==> src/rtl/sad_result_uart_tx_pkg.sv <==
// Shared definitions for the SAD result transmitter: send-request codes,
// frame header bytes and the frame byte-order helper.
package sad_result_uart_tx_pkg;

  // Request codes driven by control_unit; code 3 is not listed and acts as OFF.
  typedef enum logic [1:0] {
    SEND_OFF       = 2'd0,
    SEND_MATCH     = 2'd1,
    SEND_NOT_MATCH = 2'd2
  } send_code_e;

  localparam logic [7:0] HDR_MATCH_DEFAULT   = 8'h4D;  // 'M'
  localparam logic [7:0] HDR_NOMATCH_DEFAULT = 8'h4E;  // 'N'

  localparam logic [2:0] MATCH_LAST_IDX   = 3'd4;
  localparam logic [2:0] NOMATCH_LAST_IDX = 3'd0;

  // Byte idx of a frame; a no-match frame is just its header byte.
  function automatic logic [7:0] frame_byte(
    input logic [2:0] idx,
    input logic       is_match,
    input logic [9:0] x,
    input logic [8:0] y,
    input logic [7:0] hdr_match,
    input logic [7:0] hdr_nomatch
  );
    logic [7:0] b;
    b = hdr_nomatch;
    if (is_match) begin
      case (idx)
        3'd0:    b = hdr_match;
        3'd1:    b = {6'b0, x[9:8]};
        3'd2:    b = x[7:0];
        3'd3:    b = {7'b0, y[8]};
        3'd4:    b = y[7:0];
        default: b = 8'h00;
      endcase
    end
    return b;
  endfunction

endpackage

==> src/rtl/uart_tx_byte.sv <==
// 8N1 byte serializer. A start in the final stop-bit cycle chains the next
// byte with no idle gap; done marks that final cycle.
module uart_tx_byte #(
  parameter int CLKS_PER_BIT = 434
) (
  input  logic       clock,
  input  logic       reset,
  input  logic       start,
  input  logic [7:0] data,
  output logic       tx,
  output logic       done
);

  localparam int TW = (CLKS_PER_BIT > 1) ? $clog2(CLKS_PER_BIT) : 1;
  localparam logic [TW-1:0] T_LAST = TW'(CLKS_PER_BIT - 1);

  logic          r_active;
  logic [TW-1:0] r_timer;
  logic [3:0]    r_bit_idx;  // 0 = start, 1..8 = data, 9 = stop
  logic [7:0]    r_data;
  logic          r_tx;

  assign tx   = r_tx;
  assign done = r_active && (r_bit_idx == 4'd9) && (r_timer == T_LAST);

  // NOTE: sequential state uses non-blocking assignments only, so every
  // register samples pre-edge values and ordering between blocks cannot race.
  always_ff @(posedge clock) begin
    if (reset) begin
      r_active  <= 1'b0;
      r_timer   <= '0;
      r_bit_idx <= '0;
      r_data    <= '0;
      r_tx      <= 1'b1;
    end else if (start) begin
      r_active  <= 1'b1;
      r_timer   <= '0;
      r_bit_idx <= '0;
      r_data    <= data;
      r_tx      <= 1'b0;
    end else if (r_active) begin
      if (r_timer == T_LAST) begin
        r_timer <= '0;
        if (r_bit_idx == 4'd9) begin
          r_active <= 1'b0;
          r_tx     <= 1'b1;
        end else begin
          r_bit_idx <= r_bit_idx + 4'd1;
          // Leaving bit k drives bit k+1: data[k] for k<8, stop after data[7].
          r_tx      <= (r_bit_idx == 4'd8) ? 1'b1 : r_data[r_bit_idx[2:0]];
        end
      end else begin
        r_timer <= r_timer + TW'(1);
      end
    end
  end

endmodule

==> src/rtl/sad_result_uart_tx.sv <==
// Host-facing SAD result transmitter: arms on OFF, latches coordinates on a
// MATCH / NOT_MATCH request and shifts the frame out as back-to-back 8N1 bytes.
module sad_result_uart_tx
  import sad_result_uart_tx_pkg::*;
#(
  parameter int         CLKS_PER_BIT = 434,
  parameter logic [7:0] HDR_MATCH    = HDR_MATCH_DEFAULT,
  parameter logic [7:0] HDR_NOMATCH  = HDR_NOMATCH_DEFAULT
) (
  input  logic       clock,
  input  logic       reset,
  input  logic [1:0] send_req,
  input  logic [9:0] x_in,
  input  logic [8:0] y_in,
  output logic       tx,
  output logic       busy,
  output logic       send_complete
);

  localparam logic [1:0] S_IDLE = 2'd0;
  localparam logic [1:0] S_LOAD = 2'd1;
  localparam logic [1:0] S_SEND = 2'd2;
  localparam logic [1:0] S_DONE = 2'd3;

  logic [1:0] r_state;
  logic       r_armed;
  logic       r_is_match;
  logic [9:0] r_x;
  logic [8:0] r_y;
  logic [2:0] r_byte_idx;
  logic       r_busy;
  logic       r_send_complete;

  logic       w_req_match;
  logic       w_req_any;
  logic [2:0] w_last_idx;
  logic       w_ser_start;
  logic [2:0] w_ser_idx;
  logic [7:0] w_ser_data;
  logic       w_ser_done;

  assign w_req_match = (send_req == SEND_MATCH);
  assign w_req_any   = w_req_match || (send_req == SEND_NOT_MATCH);
  assign w_last_idx  = r_is_match ? MATCH_LAST_IDX : NOMATCH_LAST_IDX;

  // The serializer is kicked combinationally so LOAD costs no extra cycle and
  // each following byte starts in the edge right after the previous stop bit.
  // NOTE: every always_comb output gets a default first so no path infers a latch.
  always_comb begin
    w_ser_start = 1'b0;
    w_ser_idx   = 3'd0;
    case (r_state)
      S_LOAD: w_ser_start = 1'b1;
      S_SEND: begin
        if (w_ser_done && (r_byte_idx != w_last_idx)) begin
          w_ser_start = 1'b1;
          w_ser_idx   = r_byte_idx + 3'd1;
        end
      end
      default: ;
    endcase
  end

  assign w_ser_data = frame_byte(w_ser_idx, r_is_match, r_x, r_y, HDR_MATCH, HDR_NOMATCH);

  uart_tx_byte #(
    .CLKS_PER_BIT (CLKS_PER_BIT)
  ) u_uart_tx_byte (
    .clock (clock),
    .reset (reset),
    .start (w_ser_start),
    .data  (w_ser_data),
    .tx    (tx),
    .done  (w_ser_done)
  );

  always_ff @(posedge clock) begin
    if (reset) begin
      r_state         <= S_IDLE;
      r_armed         <= 1'b1;
      r_is_match      <= 1'b0;
      r_x             <= '0;
      r_y             <= '0;
      r_byte_idx      <= '0;
      r_busy          <= 1'b0;
      r_send_complete <= 1'b0;
    end else begin
      r_send_complete <= 1'b0;
      case (r_state)
        S_IDLE: begin
          if (r_armed && w_req_any) begin
            r_state    <= S_LOAD;
            r_armed    <= 1'b0;
            r_busy     <= 1'b1;
            r_is_match <= w_req_match;
            r_x        <= x_in;
            r_y        <= y_in;
          end else if (!w_req_any) begin
            r_armed <= 1'b1;
          end
        end
        S_LOAD: begin
          r_state    <= S_SEND;
          r_byte_idx <= 3'd0;
        end
        S_SEND: begin
          if (w_ser_done) begin
            if (r_byte_idx == w_last_idx) begin
              r_state         <= S_DONE;
              r_busy          <= 1'b0;
              r_send_complete <= 1'b1;
            end else begin
              r_byte_idx <= r_byte_idx + 3'd1;
            end
          end
        end
        default: r_state <= S_IDLE;  // S_DONE: one-cycle completion pulse
      endcase
    end
  end

  assign busy          = r_busy;
  assign send_complete = r_send_complete;

endmodule

==> config.mk <==
export PLATFORM = sky130hd
export DESIGN_NAME = sad_result_uart_tx
export DESIGN_NICKNAME = d
export VERILOG_FILES = /design/src/rtl/sad_result_uart_tx_pkg.sv /design/src/rtl/uart_tx_byte.sv /design/src/rtl/sad_result_uart_tx.sv
export SDC_FILE = /design/constraint.sdc
export NUM_CORES = 1
export LEC_CHECK = 0
export ABC_AREA = 1
export CORE_UTILIZATION = 34
export CTS_BUF_LIST = sky130_fd_sc_hd__clkbuf_8
export CTS_CLUSTER_DIAMETER = 30
export DETAILED_ROUTE_END_ITERATION = 6
export PLACE_DENSITY = 0.53
export SLEW_MARGIN = 20
export SYNTH_ARGS = -nofsm -noshare
export SYNTH_HDL_FRONTEND = slang
export SYNTH_SLANG_ARGS = --single-unit
==> constraint.sdc <==
create_clock -name clock -period 2.1 [get_ports clock]
set_input_delay 0.525 -clock clock [delete_from_list [all_inputs] [get_ports clock]]
set_output_delay 0.525 -clock clock [all_outputs]
set_load 0.01 [all_outputs]
==> summary.txt <==
Run status
  – Status: complete, no violations

Power
  – Leakage: approximately 1.2 nW
  – Power Density: between 800 and 900 nW/µm²
  – Peak supply drop: between 0.0003 and 0.0004 V
  – Total Power: about 2.6 mW

Route
  – DR DRC count: 0
  – Detailed Routing Iterations Pass 1: 4
  – Detail Route Antenna Nets: 0
  – Routed wire length: between 4 and 5 mm
  – Vias/cell: around 4.5
  – Vias: ~2100
  – WL/cell: 10.6 µm
  – Drt initial violations: 61

Placed design
  – Port bufs: 25
  – Placed Area: between 2000 and 3000 µm²
  – Routability Congestion: ~0.8
  – Dpl hpwl: 3.79 mm
  – Inst Count DP: 461

Finish
  – Most frequent cells in the layout: nand2_1, dfxtp_1, nor2_1
  – Area occupied by multi-input gates: approximately 1300 µm²
  – Final instance area: around 3000 µm²
  – Finished Layout Cells: 470
  – Layout Nets: between 400 and 500
  – Fraction of layout cells with a size suffix above 1: a little over a tenth
  – Register area: just over 1000 µm²
  – # fillers: just over 700
  – ANT cells: 0
  – Area Growth Syn to Fin: 21.4%

Yosys
  – Distinct cells, synth: 30
  – EDFF count, synth: 0
  – Main flop type after synthesis: dfxtp_1
  – Sequential share of the synthesized area: 40.9%
  – Post-synth design cell area: roughly 2500 µm²
  – Gate Count Post-Synth: 340
  – Syn Area/Cell: ~7.3 µm²
  – Post-synth top area share: 40.9%
  – Leading area contributor after synthesis: dfxtp_1
  – Area contributors post-synth: dfxtp_1, nand2_1, o21ai_0
  – Ys Warns: 0
  – Post-synthesis register bit count: just over 50
  – Net Count, Synth: 375
  – Synth async-reset ratio: 0%

Floorplanning
  – Die span in y: around 90 µm
  – Die width: about 88 µm
  – I/O pin count: 26
  – Starting Density: about 36%
  – Core area: roughly 7000 µm²
  – Row Count: 30
  – Die area: a little under 8000 µm²

Hold path
  – Hold Crit Class: flop to flop

Timing
  – Total negative slack: 0 ns
  – Final setup fails: 0
  – Setup Skew: just over 0.007 ns
  – Least-Margin Pin Slew: around 0.33 ns
  – Minimum clock period: 1.85 ns
  – Slew Limit Fails: 0
  – Peak Freq: approximately 540 MHz
  – Max_slew headroom: between 70% and 80%
  – Final hold violation count: 0
  – RSZ-0062 raised after global routing: no
  – Tcrit/Tclk final: 88.1%

Clocking
  – CTS Sinks: 51
  – H-tree Lvls: 2
  – CTS tree: built
  – CTS Buf Count: 5
  – Clk slew on worst S/H paths: ~0.09 ns
  – Root Driver: clkbuf_8
  – CTS Buffer Depth: 2
  – Worst skew pair latency: 0.30 ns
  – Hold buffer count at cts: 0

Setup path
  – CP max-delay cell: dfxtp_1
  – WP data required: roughly 2.4 ns
  – Critical Path End Type: flop
  – CP cell instances: inv_1, ha_1, nand2_1, inv_1, nand3_1, nor2_4, nand2_2, nand2_2, nand2_4, nor2_8, inv_2, nor2_4, o21ai_1, nand2_1
  – Worst-path fanout max: 6
  – Setup crit start kind: flop
  – Critical path type: flop to flop
  – Critical path's largest stage delay: approximately 0.34 ns
  – R2R setup slack: between 0.2 and 0.3 ns
  – Crit path DAT: 2.10 ns

Global route
  – Antenna violations before repair: 0
  – Largest net degree at the start of global routing: 32
  – First-pass GRT wire length: around 8.7 mm
  – GRT overflow: 0
  – Vias in the first global route: just under 2000
  – GRT Total Usage: between 10 and 15%

Flow run
  – Max-cap violations: 0
logic make-up after synthesis:
logic type,Yosys count,share of synthesized area (%)
AND/OR/NAND/NOR,134,25.2
AO/OA/AOI/OAI,80,17.4
buffers and inverters,58,8.73
flip-flops,51,40.9
adder cells (fa/ha/maj),12,6.02
XOR/XNOR,5,1.76
layout make-up:
class	instances	area share, %
multi-input cells	231	41.7
flip-flops and latches	51	33.7
well taps	96	3.97
clock buffers	6	2.73
repair buffers	33	11.1
inverters	51	6.32
clock inverters	2	0.537
power breakdown:
group          switching, mW  internal [mW]  leakage [nW]
logic                  0.431          0.293         0.778
clock network          0.333          0.270        0.0474
registers             0.0984           1.17         0.416
layer usage:
metal | GRT usage, % | wire, µm
met5 | 0 | 0
met4 | 4.62 | 46
met3 | 3.20 | 118
met2 | 23.4 | 2180
met1 | 19.2 | 2630
final timing paths:
kind / from / to / cells past startpoint
setup / recovery: u_uart_tx_byte.r_bit_idx[1] / u_uart_tx_byte.r_data[0] / 14
hold / removal: u_uart_tx_byte.r_data[0] / u_uart_tx_byte.r_data[0] / 2
setup reg to reg: u_uart_tx_byte.r_bit_idx[1] / u_uart_tx_byte.r_data[0] / 14
hold reg to reg: u_uart_tx_byte.r_data[0] / u_uart_tx_byte.r_data[0] / 2
synthesized netlist by cell type (4+ instances only):
master / n
o211ai_1: 5
inv_1: 42
inv_2: 7
o21ai_0: 37
dfxtp_1: 51
nand3_1: 14
nor2_1: 47
xor2_1: 4
nand2_1: 51
ha_1: 12
clkbuf_1: 7
a21oi_1: 29
through the flow:
| stage | util [%] | hold WS [ns] | worst slack, ns |
|---|---|---|---|
| floorplan | - | 0.421 | 0.409 |
| global placement | 42.0 | 0.439 | 0.0219 |
| detailed placement | 42.0 | 0.443 | -0.0216 |
| CTS | 43.4 | 0.460 | 0.181 |
| global route | 43.6 | 0.470 | 0.00140 |
| finish | 43.6 | 0.453 | 0.251 |
worst max-delay path, delay by kind of cell, from the launching register on:
family / cells / cell delay [ns]
AND/OR/NAND/NOR: 9 / 0.99
AO/OA/AOI/OAI: 1 / 0.09
adder cells (fa/ha/maj): 1 / 0.16
buffers and inverters: 3 / 0.22
flip-flops: 1 / 0.34
state kept, by name (all words and copies together) (netlist names), 2 cells and up:
signal	flops
r_y	9
u_uart_tx_byte.r_data	8
u_uart_tx_byte.r_bit_idx	4
r_byte_idx	3
r_state	2
r_x	10
u_uart_tx_byte.r_timer	9
what timing repair did:
item / CTS / global route
gates resized for setup: 0 / 1
endpoints found under the hold margin: 0 / 0
endpoints found under the setup margin: 0 / 6
buffers inserted: 0 / 1
Note: power is estimated with default switching activity, not from simulation.
==> variant: new RTL, same flow settings <==
`CLKS_PER_BIT` is set to 434 in 2 places; all go to 217.
--- a/src/rtl/uart_tx_byte.sv
+++ b/src/rtl/uart_tx_byte.sv
@@ -3,3 +3,3 @@
 module uart_tx_byte #(
-  parameter int CLKS_PER_BIT = 434
+  parameter int CLKS_PER_BIT = 217
 ) (
--- a/src/rtl/sad_result_uart_tx.sv
+++ b/src/rtl/sad_result_uart_tx.sv
@@ -5,3 +5,3 @@
 #(
-  parameter int         CLKS_PER_BIT = 434,
+  parameter int         CLKS_PER_BIT = 217,
   parameter logic [7:0] HDR_MATCH    = HDR_MATCH_DEFAULT,
Formal check against the unedited RTL: no difference found for any inputs over 10 cycles, from zero or initial values and one cycle with reset high; that may be too few to reach the edited logic, so the function may still have changed.
==> variant against the original RTL <==
- wire length rose by 3.2%
- core utilization fell by 0.28 points
- setup slack got worse by 0.050 ns
- final area rose by 3.2%
- highest routed layer unchanged
- total power rose by 5.2%
- area after synthesis rose by 1.6%
- via count rose by 0.38%
- fmax fell by 2.7%
- die area rose by 1.5%
- sequential cell count fell by 1
- critical path type unchanged
==> variant: results (changes against the original RTL) <==
* Clk_skew at 0.00864 ns (+0.00145 ns)
* Crit path launch: u_uart_tx_byte.r_timer[0]
* Final hold slack at 0.461 ns (+0.00790 ns)
* Hold Startpoint: u_uart_tx_byte.r_data[4]
* Multi-input gate area at 1370 um^2 (+8.6%)
* CP arrival at 2.14 ns (+0.04 ns)
* Plain + repair buffers at 37 (+12%)
* NonClk Buf Share at 0.113 (+0.00215)
* Most frequent cells after synthesis: dfxtp_1, nand2_1, nor2_1, inv_1, o21ai_0
* Worst Reg-to-Reg Cells at 13 (-1)
* Nonclk inv count at 43 (-16%)
* Global Route Usage Sum at 0.150 (+0.00551)
* DR iter-0 viols at 52 (-15%)
* Clock-cell share at 0.0372 (+0.00459)
* Max_slew headroom at 0.786 (+0.00785)
* Global-route wire length before repair at 9110 um (+4.3%)
* Yosys cell types at 36 (+20%)
* Placed insts at 457 (-0.87%)
* #MultiIn Comb at 229 (-0.87%)
* Met2 GRT Util at 0.255 (+0.0209)
* Synth Register Bits at 50 (-2.0%)
* Setup crit end: u_uart_tx_byte.r_timer[6]
* Status: completed
* Number of global-route vias before repair at 2019 (+3.5%)
* Grt met3 use at 0.0308 (-0.00126)
* Area growth syn-to-layout at 23.4%
* Layout fillers at 773 (+7.5%)
* Grt met1 use at 0.194 (+0.00202)
* Design Area, Final at 3130 um^2 (+3.2%)
* Max incr delay on CP at 0.41 ns (+0.07 ns)
* Hold Path End: u_uart_tx_byte.r_data[4]
* Wirelength per Cell at 11.0 um (+4.1%)
* Share of cells above drive strength 1 at 0.166 (+0.0566)
* Total Nets Final at 401 (-1.7%)
* M1 wire length at 2570 um (-2.1%)
* Setup WS post-layout at 0.200 ns (-0.0505 ns)
* DP Area at 2980 um^2 (+2.2%)
* Pre-CTS setup slack at -0.0809 ns (-0.0594 ns)
* Met3 routed wirelength at 129 um (+9.3%)
* Vias at 2114 (+0.38%)
* WL met2 at 2380 um (+9.3%)
* P_leak at 1.33 nW (+6.9%)
* VDD IR-drop max at 0.351 mV (+0.94%)
* Routability cong. at 0.815 (+1.2%)
* Syn Inst Count at 328 (-3.5%)
* Synth area leaders: dfxtp_1, nand2_1, nor2_1
* Hpwl dp at 3930 um (+3.7%)
* Largest regs: r_x: 10 flops, r_y: 9 flops
* Final WL at 5130 um (+3.2%)
* Sequential cell area share at 0.320 (-0.0169)
==> variant: cell types whose count changed after synthesis, moves of 3 or more <==
cell / change
a21oi_1: -8
inv_1: -11
inv_2: +3
nand2_2: +6
nand3_1: +4
nand3_4: +3
o211ai_1: -5
o21ai_0: -6
or2_2: -3
==> variant: power breakdown <==
| group | internal [mW] | switching (mW) | leakage (nW) | total, mW |
|---|---|---|---|---|
| Combinational | 0.316 | 0.458 | 0.861 | 0.774 |
| Sequential | 1.15 | 0.105 | 0.408 | 1.25 |
| Clock | 0.361 | 0.339 | 0.0587 | 0.700 |
| Total | 1.82 | 0.901 | 1.33 | 2.73 |
==> variant: timing repair <==
item,4_1_cts,5_1_grt
gates resized for setup,0,4
setup buffers,0,1
setup endpoints to repair,0,3
==> variant: cell families after synthesis <==
group | synth area share
DFF | 0.395
and+or+nand+nor | 0.320
adders and majority gates | 0.0593
xor gates and xnor gates | 0.0173
buffers and inverters | 0.0726
AOI/OAI and AO/OA | 0.136
